==> src/rtl/pool_pkg.sv <==
// Shared types and constants for the pooling loader.
// Imported by pool_loader and pool_reduce.
package pool_pkg;

  typedef enum logic [2:0] {
    S_IDLE,
    S_CHECK,
    S_READ,
    S_WRITE,
    S_DONE
  } state_t;

  localparam logic MODE_MAX = 1'b0;
  localparam logic MODE_AVG = 1'b1;
  localparam int   KMAX     = 4;

  function automatic logic [63:0] smin(input int dw);
    smin = 64'd1 << (dw - 1);
  endfunction

endpackage

==> src/rtl/pool_reduce.sv <==
// Window reducer: running signed max and signed sum.
// Result is the max or the kernel-area-scaled sum.
module pool_reduce
  import pool_pkg::*;
#(
  parameter int DW = 16
) (
  input  logic          clk,
  input  logic          rst_n,
  input  logic          clr,
  input  logic          acc,
  input  logic          mode,
  input  logic [2:0]    shamt,
  input  logic [DW-1:0] din,
  output logic [DW-1:0] res
);

  localparam logic [DW-1:0] MINV = DW'(smin(DW));

  logic signed [DW-1:0] mx;
  logic signed [DW+3:0] sm;
  logic signed [DW+3:0] sh;

  always_ff @(posedge clk or negedge rst_n) begin
    if (!rst_n) begin
      mx <= '0;
      sm <= '0;
    end else if (clr) begin
      mx <= MINV;
      sm <= '0;
    end else if (acc) begin
      if ($signed(din) > mx)
        mx <= din;
      sm <= sm + {{4{din[DW-1]}}, din};
    end
  end

  assign sh  = sm >>> shamt;
  assign res = (mode == MODE_AVG) ? sh[DW-1:0] : mx;

endmodule

==> src/rtl/pool_loader.sv <==
// Pooling job sequencer: walks windows, streams taps
// through pool_reduce and writes one result per window.
module pool_loader
  import pool_pkg::*;
#(
  parameter int DW   = 16,
  parameter int AW   = 26,
  parameter int DIMW = 11
) (
  input  logic            clk,
  input  logic            rst_n,
  input  logic            start,
  input  logic            mode,
  input  logic [2:0]      K,
  input  logic [2:0]      S,
  input  logic [DIMW-1:0] C,
  input  logic [DIMW-1:0] H,
  input  logic [DIMW-1:0] W,
  input  logic [AW-1:0]   ifaddr,
  input  logic [AW-1:0]   ofaddr,
  output logic            rvalid,
  output logic [AW-1:0]   raddr,
  input  logic            rready,
  input  logic [31:0]     rdata,
  output logic            wvalid,
  output logic [AW-1:0]   waddr,
  output logic [31:0]     wdata,
  input  logic            wready,
  output logic            busy,
  output logic            done,
  output logic            err
);

  localparam int XW = DIMW + 2;
  localparam int PW = 2 * DIMW;

  state_t st, st_nx;

  logic            md;
  logic [2:0]      k_r, s_r;
  logic [DIMW-1:0] c_r, h_r, w_r;
  logic [AW-1:0]   ifa, ofa;
  logic [AW-1:0]   hw, cbase, n;
  logic [DIMW-1:0] ch, hb, wb;
  logic [2:0]      kh, kw;

  logic            rd_ok, wr_ok;
  logic            last_tap, col_more, row_more, last_ch;
  logic            bad, empty;
  logic [DIMW:0]   row, col;
  logic [PW:0]     rowoff;
  logic [PW-1:0]   hw_p;
  logic [2:0]      shamt;
  logic [DW-1:0]   res;
  logic            rdata_unused;

  assign rdata_unused = ^rdata[31:DW];

  assign rd_ok = (st == S_READ) && rready;
  assign wr_ok = (st == S_WRITE) && wready;

  assign last_tap = (kh == k_r - 3'd1)
                 && (kw == k_r - 3'd1);

  // Next window fits while base + S + K <= dimension
  assign col_more = XW'(wb) + XW'(s_r) + XW'(k_r)
                    <= XW'(w_r);
  assign row_more = XW'(hb) + XW'(s_r) + XW'(k_r)
                    <= XW'(h_r);
  assign last_ch  = (ch == c_r - DIMW'(1));

  assign bad = (k_r == 3'd0) || (s_r == 3'd0)
            || (k_r > 3'(KMAX))
            || ((md == MODE_AVG) && (k_r == 3'd3));
  assign empty = (c_r == '0)
              || (h_r < DIMW'(k_r))
              || (w_r < DIMW'(k_r));

  assign hw_p = {{DIMW{1'b0}}, h_r}
              * {{DIMW{1'b0}}, w_r};

  assign row    = {1'b0, hb} + (DIMW+1)'(kh);
  assign col    = {1'b0, wb} + (DIMW+1)'(kw);
  assign rowoff = {{(DIMW){1'b0}}, row}
                * {{(DIMW+1){1'b0}}, w_r};

  assign raddr = ifa + cbase + AW'(rowoff) + AW'(col);
  assign waddr = ofa + n;

  assign rvalid = (st == S_READ);
  assign wvalid = (st == S_WRITE);
  assign busy   = (st != S_IDLE);
  assign done   = (st == S_DONE);

  assign wdata = wvalid
               ? {{(32-DW){res[DW-1]}}, res}
               : 32'd0;

  always_comb begin
    shamt = 3'd0;
    unique case (1'b1)
      (k_r == 3'd4): shamt = 3'd4;
      (k_r == 3'd2): shamt = 3'd2;
      default:       shamt = 3'd0;
    endcase
  end

  always_ff @(posedge clk or negedge rst_n) begin
    if (!rst_n)
      st <= S_IDLE;
    else
      st <= st_nx;
  end

  always_comb begin
    st_nx = st;
    unique case (st)
      S_IDLE:
        if (start) st_nx = S_CHECK;
      S_CHECK:
        st_nx = (bad || empty) ? S_DONE : S_READ;
      S_READ:
        if (rd_ok && last_tap) st_nx = S_WRITE;
      S_WRITE:
        if (wr_ok)
          st_nx = (!col_more && !row_more && last_ch)
                ? S_DONE : S_READ;
      S_DONE:
        st_nx = S_IDLE;
      default:
        st_nx = S_IDLE;
    endcase
  end

  always_ff @(posedge clk or negedge rst_n) begin
    if (!rst_n) begin
      md  <= MODE_MAX;
      k_r <= '0;
      s_r <= '0;
      c_r <= '0;
      h_r <= '0;
      w_r <= '0;
      ifa <= '0;
      ofa <= '0;
      err <= 1'b0;
      hw  <= '0;
    end else if (st == S_IDLE && start) begin
      md  <= mode;
      k_r <= K;
      s_r <= S;
      c_r <= C;
      h_r <= H;
      w_r <= W;
      ifa <= ifaddr;
      ofa <= ofaddr;
      err <= 1'b0;
    end else if (st == S_CHECK) begin
      err <= bad;
      hw  <= AW'(hw_p);
    end
  end

  always_ff @(posedge clk or negedge rst_n) begin
    if (!rst_n) begin
      ch    <= '0;
      hb    <= '0;
      wb    <= '0;
      kh    <= '0;
      kw    <= '0;
      n     <= '0;
      cbase <= '0;
    end else if (st == S_CHECK) begin
      ch    <= '0;
      hb    <= '0;
      wb    <= '0;
      kh    <= '0;
      kw    <= '0;
      n     <= '0;
      cbase <= '0;
    end else if (rd_ok) begin
      if (kw == k_r - 3'd1) begin
        kw <= '0;
        kh <= (kh == k_r - 3'd1) ? 3'd0 : kh + 3'd1;
      end else begin
        kw <= kw + 3'd1;
      end
    end else if (wr_ok) begin
      n <= n + AW'(1);
      if (col_more) begin
        wb <= wb + DIMW'(s_r);
      end else begin
        wb <= '0;
        if (row_more) begin
          hb <= hb + DIMW'(s_r);
        end else begin
          hb    <= '0;
          ch    <= ch + DIMW'(1);
          cbase <= cbase + hw;
        end
      end
    end
  end

  pool_reduce #(
    .DW(DW)
  ) u_reduce (
    .clk   (clk),
    .rst_n (rst_n),
    .clr   ((st == S_CHECK) || wr_ok),
    .acc   (rd_ok),
    .mode  (md),
    .shamt (shamt),
    .din   (rdata[DW-1:0]),
    .res   (res)
  );

endmodule
==> config.mk <==
export PLATFORM = sky130hd
export DESIGN_NAME = pool_loader
export DESIGN_NICKNAME = d
export VERILOG_FILES = /design/src/rtl/pool_pkg.sv /design/src/rtl/pool_reduce.sv /design/src/rtl/pool_loader.sv
export SDC_FILE = /design/constraint.sdc
export NUM_CORES = 1
export LEC_CHECK = 0
export CAP_MARGIN = 20
export CELL_PAD_IN_SITES_DETAIL_PLACEMENT = 1
export CELL_PAD_IN_SITES_GLOBAL_PLACEMENT = 2
export CORE_MARGIN = 5
export CORE_UTILIZATION = 38
export DETAILED_ROUTE_END_ITERATION = 7
export HOLD_SLACK_MARGIN = 0.02
export PLACE_DENSITY_LB_ADDON = 0.05
export SLEW_MARGIN = 30
export SYNTH_ARGS = -nofsm -noshare
export SYNTH_HDL_FRONTEND = slang
export SYNTH_SLANG_ARGS = --single-unit
==> constraint.sdc <==
create_clock -name clk -period 11.6 [get_ports clk]
set_input_delay 1.16 -clock clk [delete_from_list [all_inputs] [get_ports clk]]
set_output_delay 1.16 -clock clk [all_outputs]
set_load 0.005 [all_outputs]
==> summary.md, run 1 <==
| Metric | Value |
|---|---|
| Nets | `3721` |
| DP HPWL | `67.6 mm` |
| Reg clk slew, reported paths | `0.06 ns` |
| Port bufs | `201` |
| Cell Area, Synth | `26500 µm²` |
| Dpl ws | `1.51 ns` |
| Worst-path fanout max | `11` |
| Ant. Diodes | `0` |
| Yosys top cell area share | `0.231` |
| Clk Latency, worst-skew pair | `0.56 ns` |
| Synth-to-Final Area Change | `15.6%` |
| Hold Crit Class | `flop to flop` |
| Seq/Total Area, Yosys | `0.231` |
| Syn Nets | `3573` |
| Starting DRT DRC Count | `870` |
| Max Cap Violations | `0` |
| Core Region | `68800 µm²` |
| Top post-synthesis cells by area | `dfrtp_1, fa_1, ha_1, inv_1, nand2_1` |
| Clk_skew | `0.0201 ns` |
| Routing usage on met1 | `0.298` |
| Placer Congestion | `0.893` |
| Clk root buf | `clkbuf_16` |
| Ys flop type | `dfrtp_1` |
| Largest family of logic cells by synthesized area | `adder cells` |
| Data arrival, critical path | `9.58 ns` |
| Final Max Slew Viols | `0` |
| Max_slew headroom | `0.343` |
| Asr flop ratio synth | `1.00` |
| Type of origin of the critical path | `flop` |
| Starting Density | `0.385` |
| Fin Hold WS | `0.495 ns` |
| Bufs on Longest Clock Path | `3` |
| Synthesized flop and latch total | `245` |
| Post-route setup slack | `0.861 ns` |
| Top-count cell post-synth | `inv_1` |
| Synth cell count leaders | `inv_1, nand2_1, ha_1` |
| Tightest Pin Transition | `0.973 ns` |
| Netlist cell types | `85` |
| H-tree Lvls | `2` |
| Core Rows | `96` |
| Initial antenna violation count | `1` |
| WL per Instance | `21.3 µm` |
| Worst setup EP type | `output pin` |
| RSZ-0062 raised after global routing | `false` |
| I/O pin cnt | `218` |
| First-pass GRT wire length | `135 mm` |
| Clock sink count | `245` |
| 1st-pass router iterations | `5` |
| Via density | `5.31` |
| Die Height | `274 µm` |
| Xor and xnor area share after synthesis | `0.0572` |
| Multiplexer area fraction after synthesis | `0.0473` |
| Post-DRT Antenna Nets | `0` |
| Final setup viols | `0` |
| Overall routed net length | `85.8 mm` |
| Gr usage total | `0.229` |
| # Post-CTS Setup Buffers | `0` |
| Synth Warn # | `0` |
| Yosys top cell by area | `dfrtp_1` |
| Via count | `21.4k` |
| Average cell area after synthesis | `9.08 µm²` |
| Simple-gate share of the synthesized area | `0.152` |
| GRT overflow | `0` |
| Final setup TNS | `0 ns` |
| Largest net degree at the start of global routing | `74` |
| Synth Area in Compound Gates | `0.119` |
| Num CTS Buffers | `37` |
| Share of cells above drive strength 1 | `0.0637` |
| Hold_buf cts | `0` |
| Min Tclk post-route | `10.74 ns` |
| DRC | `0` |
| Met3 Use GR | `0.0321` |
| Die area | `75100 µm²` |
| Most Crowded Layer GR | `met2` |
| CTS resizes | `0` |
| Period utilization | `0.926` |
| Syn Inst Count | `2918` |
| Synth Area in Adders | `0.317` |
| Fmax | `93.1 MHz` |
| CTS tree | `yes` |
| CP Class | `flop to output pin` |
| Chip Width | `274 µm` |
| Final Hold Fails | `0` |
| Post-synth EDFFs | `0` |
| Vias in the first global route | `23.6k` |
| CP required | `10.44 ns` |
| Outcome | `completed` |
| GRT met2 Usage | `0.405` |
==> metrics by stage <==
step                cells  instance area (µm²)   util
finish               4025                30600  0.445
global route         4025                30600  0.445
CTS                  4024                30600  0.445
detailed placement   3957                29400  0.427
global placement     3957                29400  0.427
floorplan            2918                26500      -
==> final cells by class <==
cell class | instances | area (µm²)
Timing Repair Buffer | 233 | 2260
Multi-Input combinational cell | 2167 | 18400
Fill cell | 7893 | 38200
Tap cell | 931 | 1160
Clock buffer | 54 | 1100
Sequential cell | 245 | 6130
Clock inverter | 13 | 153
Inverter | 382 | 1430
==> layout by cell type (no fill, tap or decap), types with 20 or more instances in the layout <==
master           count
inv_1              379
nand2_1            295
ha_1               285
nor2_1             248
dfrtp_1            245
fa_1               241
clkdlybuf4s50_1    200
o21ai_0            152
xnor2_1            118
a21oi_1             99
nand3_1             77
mux2_2              65
xor2_1              54
mux2i_1             52
a21o_1              45
nor3_1              39
clkbuf_16           39
and2_1              33
buf_4               30
nand2b_1            28
o31ai_1             23
and3_1              22
a211oi_1            20
==> worst paths after layout <==
path,from,endpoint,slack [ns],depth (start not counted)
worst min register to register,hw[3],hw[3],0.49,2
worst min-delay path,hw[3],hw[3],0.49,2
worst max register to register,w_r[7],hw[20],4.74,18
worst max-delay path,hb[1],raddr[25],0.86,27
max in group asynchronous,rst_n,ch[6],8.91,3
min in group asynchronous,rst_n,n[20],0.56,1
==> layer usage <==
| layer | part of all wire | up-vias |
|---|---|---|
| met5 | 0.00015 | - |
| li1 | - | 10000 |
| met3 | 0.036 | 94 |
| met1 | 0.45 | 10900 |
| met4 | 0.021 | 2 |
| met2 | 0.50 | 329 |
==> worst max-delay path, cell delays in order, from the launching register on <==
cell             delay [ns]
dfrtp_1                0.45
ha_1                   0.32
a21o_1                 0.20
a21oi_1                0.43
or2_2                  0.37
nor2_1                 0.13
xnor2_1                0.62
nor2_1                 0.12
fa_1                   0.51
inv_1                  0.06
fa_1                   0.51
inv_1                  0.06
fa_1                   0.51
fa_1                   0.45
fa_1                   0.57
inv_1                  0.06
fa_1                   0.50
inv_1                  0.04
ha_1                   0.35
and3_1                 0.23
a31o_2                 0.26
a311o_1                0.35
a221oi_1               0.40
o21ai_0                0.26
o41ai_2                0.40
nor2_1                 0.09
a211oi_1               0.21
clkdlybuf4s50_1        0.54
==> cell families (layout without fill, tap and decap cells) <==
family | Yosys count | count (layout)
xor gates and xnor gates | 173 | 173
muxes | 117 | 117
DFF | 245 | 245
AOI/OAI and AO/OA | 484 | 484
adders and majority gates | 526 | 526
buffers and inverters | 506 | 682
and+or+nand+nor | 867 | 867
==> sequential cells by signal, indices dropped and copies added (netlist names), 16 cells and up <==
name / cells
ifa: 26
n: 26
u_reduce.sm: 20
cbase: 26
ofa: 26
hw: 22
u_reduce.mx: 16
Power of run 1 is left out: the tool's default activity adds up to more than one toggle a clock period on the data nets, which glitch-free logic cannot reach.
==> run 2: changes to the inputs <==
--- a/config.mk
+++ b/config.mk
@@ -5,7 +5,7 @@
 export SDC_FILE = /design/constraint.sdc
 export NUM_CORES = 1
 export LEC_CHECK = 0
-export CAP_MARGIN = 20
+export CAP_MARGIN = 40
 export CELL_PAD_IN_SITES_DETAIL_PLACEMENT = 1
 export CELL_PAD_IN_SITES_GLOBAL_PLACEMENT = 2
 export CORE_MARGIN = 5
==> run 2 against run 1 <==
- sequential share of layout area down 0.061 points
- non-clock buffer count up 7
- wire length up 0.30%
- clock skew down 0.00068 ns
- final cell count up 0.12%
- critical endpoint unchanged
- largest cell class unchanged
- highest routed layer unchanged
==> summary.md, run 2 (synthesis gave the netlist of run 1 again) <==
| Metric | Value |
|---|---|
| Outcome | `completed` |
| Die Height | `274 µm (unchanged)` |
| Most frequent cells in the layout | `inv_1, nand2_1, ha_1` |
| Worst setup EP type | `output pin` |
| Clock sink count | `245 (unchanged)` |
| # Post-CTS Setup Buffers | `0 (unchanged)` |
| Starting DRT DRC Count | `960 (+10%)` |
| Chip Width | `274 µm (unchanged)` |
| Initial antenna violation count | `3 (+2)` |
| Vias in the first global route | `23.6k (-0.017%)` |
| 1st-pass router iterations | `5 (unchanged)` |
| Final setup TNS | `0 ns (unchanged)` |
| CP required | `10.44 ns (about the same)` |
| Via count | `21.4k (+0.070%)` |
| RSZ-0062 raised after global routing | `false` |
| Final setup viols | `0 (unchanged)` |
| Hold Crit Class | `flop to flop` |
| CP max stage delay | `0.67 ns (+0.05 ns)` |
| Num CTS Buffers | `36 (-2.7%)` |
| Clk_skew | `0.0194 ns (-0.000676 ns)` |
| Max_slew headroom | `0.428 (+0.0845)` |
| CP Class | `flop to output pin` |
| Share of cells above drive strength 1 | `0.0645 (+0.000865)` |
| First-pass GRT wire length | `135 mm (about the same)` |
| Most used cell, CP | `fa_1` |
| Max Cap Violations | `0 (unchanged)` |
| Core Region | `68800 µm² (unchanged)` |
| Starting Density | `0.385 (unchanged)` |
| Gr usage total | `0.230 (+0.00117)` |
| Synth-to-Final Area Change | `16.0%` |
| R2R setup slack | `4.70 ns (-0.04 ns)` |
| Via density | `5.31 (about the same)` |
| Nets | `3727 (+0.16%)` |
| Reg clk slew, reported paths | `0.06 ns (about the same)` |
| Ant. Diodes | `0 (unchanged)` |
| H-tree Lvls | `2 (unchanged)` |
| Most common cell after layout, fill and taps aside | `inv_1` |
| CTS tree | `yes` |
| Clk Latency, worst-skew pair | `0.56 ns (about the same)` |
| DRC | `0 (unchanged)` |
| Worst-path fanout max | `7 (-4)` |
| Type of origin of the critical path | `flop` |
| I/O pin cnt | `218 (unchanged)` |
| CTS resizes | `0 (unchanged)` |
| Tightest Pin Transition | `0.859 ns (-0.114 ns)` |
| Largest net degree at the start of global routing | `74 (unchanged)` |
| Period utilization | `0.921 (-0.00475)` |
| DP HPWL | `68.0 mm (+0.58%)` |
| Hold_buf cts | `0 (unchanged)` |
| Data arrival, critical path | `9.52 ns (-0.06 ns)` |
| WL per Instance | `21.4 µm (+0.17%)` |
| Slowest CP cell | `xor2_1` |
| Core Rows | `96 (unchanged)` |
| Min Tclk post-route | `10.68 ns (-0.0550 ns)` |
| Fmax | `93.6 MHz (+0.52%)` |
| GRT overflow | `0 (unchanged)` |
| Bufs on Longest Clock Path | `3 (unchanged)` |
| Clk root buf | `clkbuf_16` |
| Post-DRT Antenna Nets | `0 (unchanged)` |
| Final Hold Fails | `0 (unchanged)` |
| Port bufs | `201 (unchanged)` |
| Die area | `75100 µm² (unchanged)` |
| Final Max Slew Viols | `0 (unchanged)` |
| Overall routed net length | `86.1 mm (+0.30%)` |
| Placer Congestion | `0.893 (unchanged)` |
-- run 2: worst paths after layout --
path / depth (start not counted) / from / end
worst max register to register: 18 / w_r[7] / hw[20]
min in group asynchronous: 1 / rst_n / n[20]
worst min register to register: 2 / hw[3] / hw[3]
max in group asynchronous: 5 / rst_n / ch[6]
worst max-delay path: 29 / kh[0] / raddr[25]
worst min-delay path: 2 / hw[3] / hw[3]
-- run 2: layout make-up --
class                           count  area, µm²
Clock buffer                       54       1070
Clock inverter                     11        165
Fill cell                        7921      38100
Inverter                          382       1430
Multi-Input combinational cell   2167      18400
Sequential cell                   245       6130
Tap cell                          931       1160
Timing Repair Buffer              240       2380
-- run 2: through the flow --
| step | instance area (µm²) | hold WS, ns | cells | util | setup slack [ns] |
|---|---|---|---|---|---|
| floorplan | 26500 | 0.445 | 2918 | - | 3.09 |
| global placement | 29400 | 0.475 | 3957 | 0.427 | 1.62 |
| detailed placement | 29500 | 0.487 | 3962 | 0.428 | 1.48 |
| CTS | 30700 | 0.502 | 4027 | 0.446 | 0.828 |
| global route | 30700 | 0.514 | 4030 | 0.446 | 0.455 |
| finish | 30700 | 0.493 | 4030 | 0.446 | 0.916 |
-- run 2: layer usage --
layer / vias up / global-route usage / wire [µm]
met5: - / 0 / 37
met4: 6 / 0.0684 / 2830
met3: 134 / 0.0368 / 3630
met2: 368 / 0.398 / 41800
met1: 10900 / 0.297 / 37800
li1: 10000 / - / -
-- run 2: worst max-delay path, delay by kind of cell, from the launching register on --
family	cells	cell delay (ns)
flops	1	0.44
buf+inv	6	0.83
compound gates	6	1.84
simple gates	7	1.08
xor+xnor	1	0.67
fa+ha+maj	9	4.10
Power of run 2 is left out for the same reason.
==> run 3: changes to the inputs <==
--- a/config.mk
+++ b/config.mk
@@ -12,7 +12,7 @@
 export CORE_UTILIZATION = 38
 export DETAILED_ROUTE_END_ITERATION = 7
 export HOLD_SLACK_MARGIN = 0.02
-export PLACE_DENSITY_LB_ADDON = 0.05
+export PLACE_DENSITY_LB_ADDON = 0.15
 export SLEW_MARGIN = 30
 export SYNTH_ARGS = -nofsm -noshare
 export SYNTH_HDL_FRONTEND = slang
==> constraint.sdc (replaced) <==
create_clock -name clk -period 11.82 [get_ports clk]
set_input_delay 1.182 -clock clk [delete_from_list [all_inputs] [get_ports clk]]
set_output_delay 1.182 -clock clk [all_outputs]
set_load 0.05 [all_outputs]
==> run 3 against run 2 <==
- cell area fell by 0.28%
- core utilization fell by 0.12 points
- highest routed layer unchanged
- count of clock-buffer cells in the layout did not move
- die area did not move
- critical endpoint unchanged
==> summary.md, run 3 (synthesis gave the netlist of run 1 again) <==
| Metric | Value |
|---|---|
| Max Cap Violations | `0 (unchanged)` |
| Max_slew headroom | `0.381 (-0.0463)` |
| Synth-to-Final Area Change | `15.7%` |
| Final Max Slew Viols | `0 (unchanged)` |
| CP Class | `flop to output pin` |
| Reg2Reg Capture Point | `hw[20]` |
| Buf/Inv on CP | `5 (-1)` |
| WL per Instance | `21.2 µm (-0.68%)` |
| Bufs on Longest Clock Path | `3 (unchanged)` |
| Share of cells above drive strength 1 | `0.0621 (-0.00240)` |
| Slowest CP cell | `clkdlybuf4s50_1` |
| Reg clk slew, reported paths | `0.06 ns (about the same)` |
| Type of origin of the critical path | `flop` |
| CTS tree | `yes` |
| Gr usage total | `0.227 (-0.00274)` |
| Hold_buf cts | `0 (unchanged)` |
| Overall routed net length | `85.3 mm (-0.88%)` |
| Num CTS Buffers | `36 (unchanged)` |
| Core Rows | `96 (unchanged)` |
| Fmax | `91.6 MHz` |
| FILL cells | `7875 (-0.58%)` |
| Final Hold Fails | `0 (unchanged)` |
| Via count | `21.5k (+0.41%)` |
| Placer Congestion | `0.883 (-1.0%)` |
| Vias in the first global route | `23.6k (-0.21%)` |
| RSZ-0062 raised after global routing | `false` |
| H-tree Lvls | `2 (unchanged)` |
| Clk root buf | `clkbuf_16` |
| FF-to-FF path depth | `18 (unchanged)` |
| Via density | `5.34 (+0.61%)` |
| Hold Crit Class | `flop to flop` |
| Critical R2R Launch | `w_r[7]` |
| Data arrival, critical path | `9.74 ns (+0.22 ns)` |
| Initial antenna violation count | `1 (-2)` |
| # Post-CTS Setup Buffers | `0 (unchanged)` |
| GRT overflow | `0 (unchanged)` |
| Design Area, Final | `30600 µm² (-0.28%)` |
| CP required | `10.64 ns (+0.20 ns)` |
| Cell family with most CP delay | `adder cells` |
| Chip Width | `274 µm (unchanged)` |
| Hold path depth | `2 (unchanged)` |
| Clock sink count | `245 (unchanged)` |
| Clk_skew | `0.0337 ns (+0.0143 ns)` |
| Die area | `75100 µm² (unchanged)` |
| I/O pin cnt | `218 (unchanged)` |
| Nets | `3723 (-0.11%)` |
| Starting DRT DRC Count | `873 (-9.1%)` |
| CP max stage delay | `0.85 ns (+0.18 ns)` |
| DP HPWL | `67.1 mm (-1.3%)` |
| CTS resizes | `0 (unchanged)` |
| Port bufs | `201 (unchanged)` |
| Largest net degree at the start of global routing | `140 (+89%)` |
| Starting Density | `0.385 (unchanged)` |
| Final setup viols | `0 (unchanged)` |
| Min Tclk post-route | `10.92 ns` |
| Most frequent cells in the layout | `inv_1, nand2_1, ha_1` |
| Most common cell after layout, fill and taps aside | `inv_1` |
| Worst setup EP type | `output pin` |
| DRC | `0 (unchanged)` |
| Period utilization | `0.924` |
| Outcome | `completed` |
| First-pass GRT wire length | `134 mm (-0.78%)` |
| Post-DRT Antenna Nets | `0 (unchanged)` |
| Tightest Pin Transition | `0.928 ns (+0.0695 ns)` |
| R2R setup slack | `4.92 ns (+0.22 ns)` |
| Most used cell, CP | `fa_1` |
| Worst-path fanout max | `11 (+4)` |
| Final setup TNS | `0 ns (unchanged)` |
| Clk Latency, worst-skew pair | `0.56 ns (about the same)` |
| WHS Endpoint | `hw[3]` |
| Area post-placement | `29400 µm² (about the same)` |
| Die Height | `274 µm (unchanged)` |
| Hold Crit Start | `hw[3]` |
| Core Region | `68800 µm² (unchanged)` |
| 1st-pass router iterations | `4 (-1)` |
run 3: cell type report:
cell class | count | area (µm²) | share of cell area
clock buffers | 54 | 1090 | 0.0356
inverters | 382 | 1430 | 0.0468
repair buffers | 236 | 2350 | 0.0766
flip-flops and latches | 245 | 6130 | 0.200
well taps | 931 | 1160 | 0.0380
clock inverters | 6 | 83.8 | 0.00274
diodes | 1 | 2.50 | 0.0000817
multi-input cells | 2167 | 18400 | 0.600
run 3: how the worst max path moves through the flow:
stage | start | end | slack (ns) | cells past startpoint
floorplan | hb[1] | raddr[25] | 2.33 | 26
global placement | hb[1] | raddr[25] | 1.54 | 27
global route | kh[0] | raddr[25] | 0.37 | 29
CTS | hb[1] | raddr[25] | 0.79 | 27
detailed placement | hb[1] | raddr[25] | 1.43 | 27
finish | hb[1] | raddr[25] | 0.90 | 27
run 3: per-stage QoR:
stage / std cells / utilization / setup slack, ns / hold WS, ns
after floorplan: 2918 / - / 2.33 / 0.445
after CTS: 4018 / 0.445 / 0.789 / 0.491
after global placement: 3953 / 0.426 / 1.54 / 0.475
final: 4022 / 0.445 / 0.899 / 0.492
after global routing: 4021 / 0.445 / 0.369 / 0.499
after detailed placement: 3958 / 0.428 / 1.43 / 0.477
run 3: worst min-delay path, cell delays in order (launching register included):
cell,delay (ns)
dfrtp_1,0.35
nand2_1,0.05
nand2_1,0.06
run 3: per-layer routing:
metal  vias up  GRT usage  share of wire  wire (µm)
met1     11000      0.292           0.43      37000
met3       110     0.0314          0.039       3290
li1      10000          -              -          -
met2       381      0.403           0.50      42800
met5         -          0        0.00014         12
met4         2     0.0571          0.026       2260
Power of run 3 is left out for the same reason.
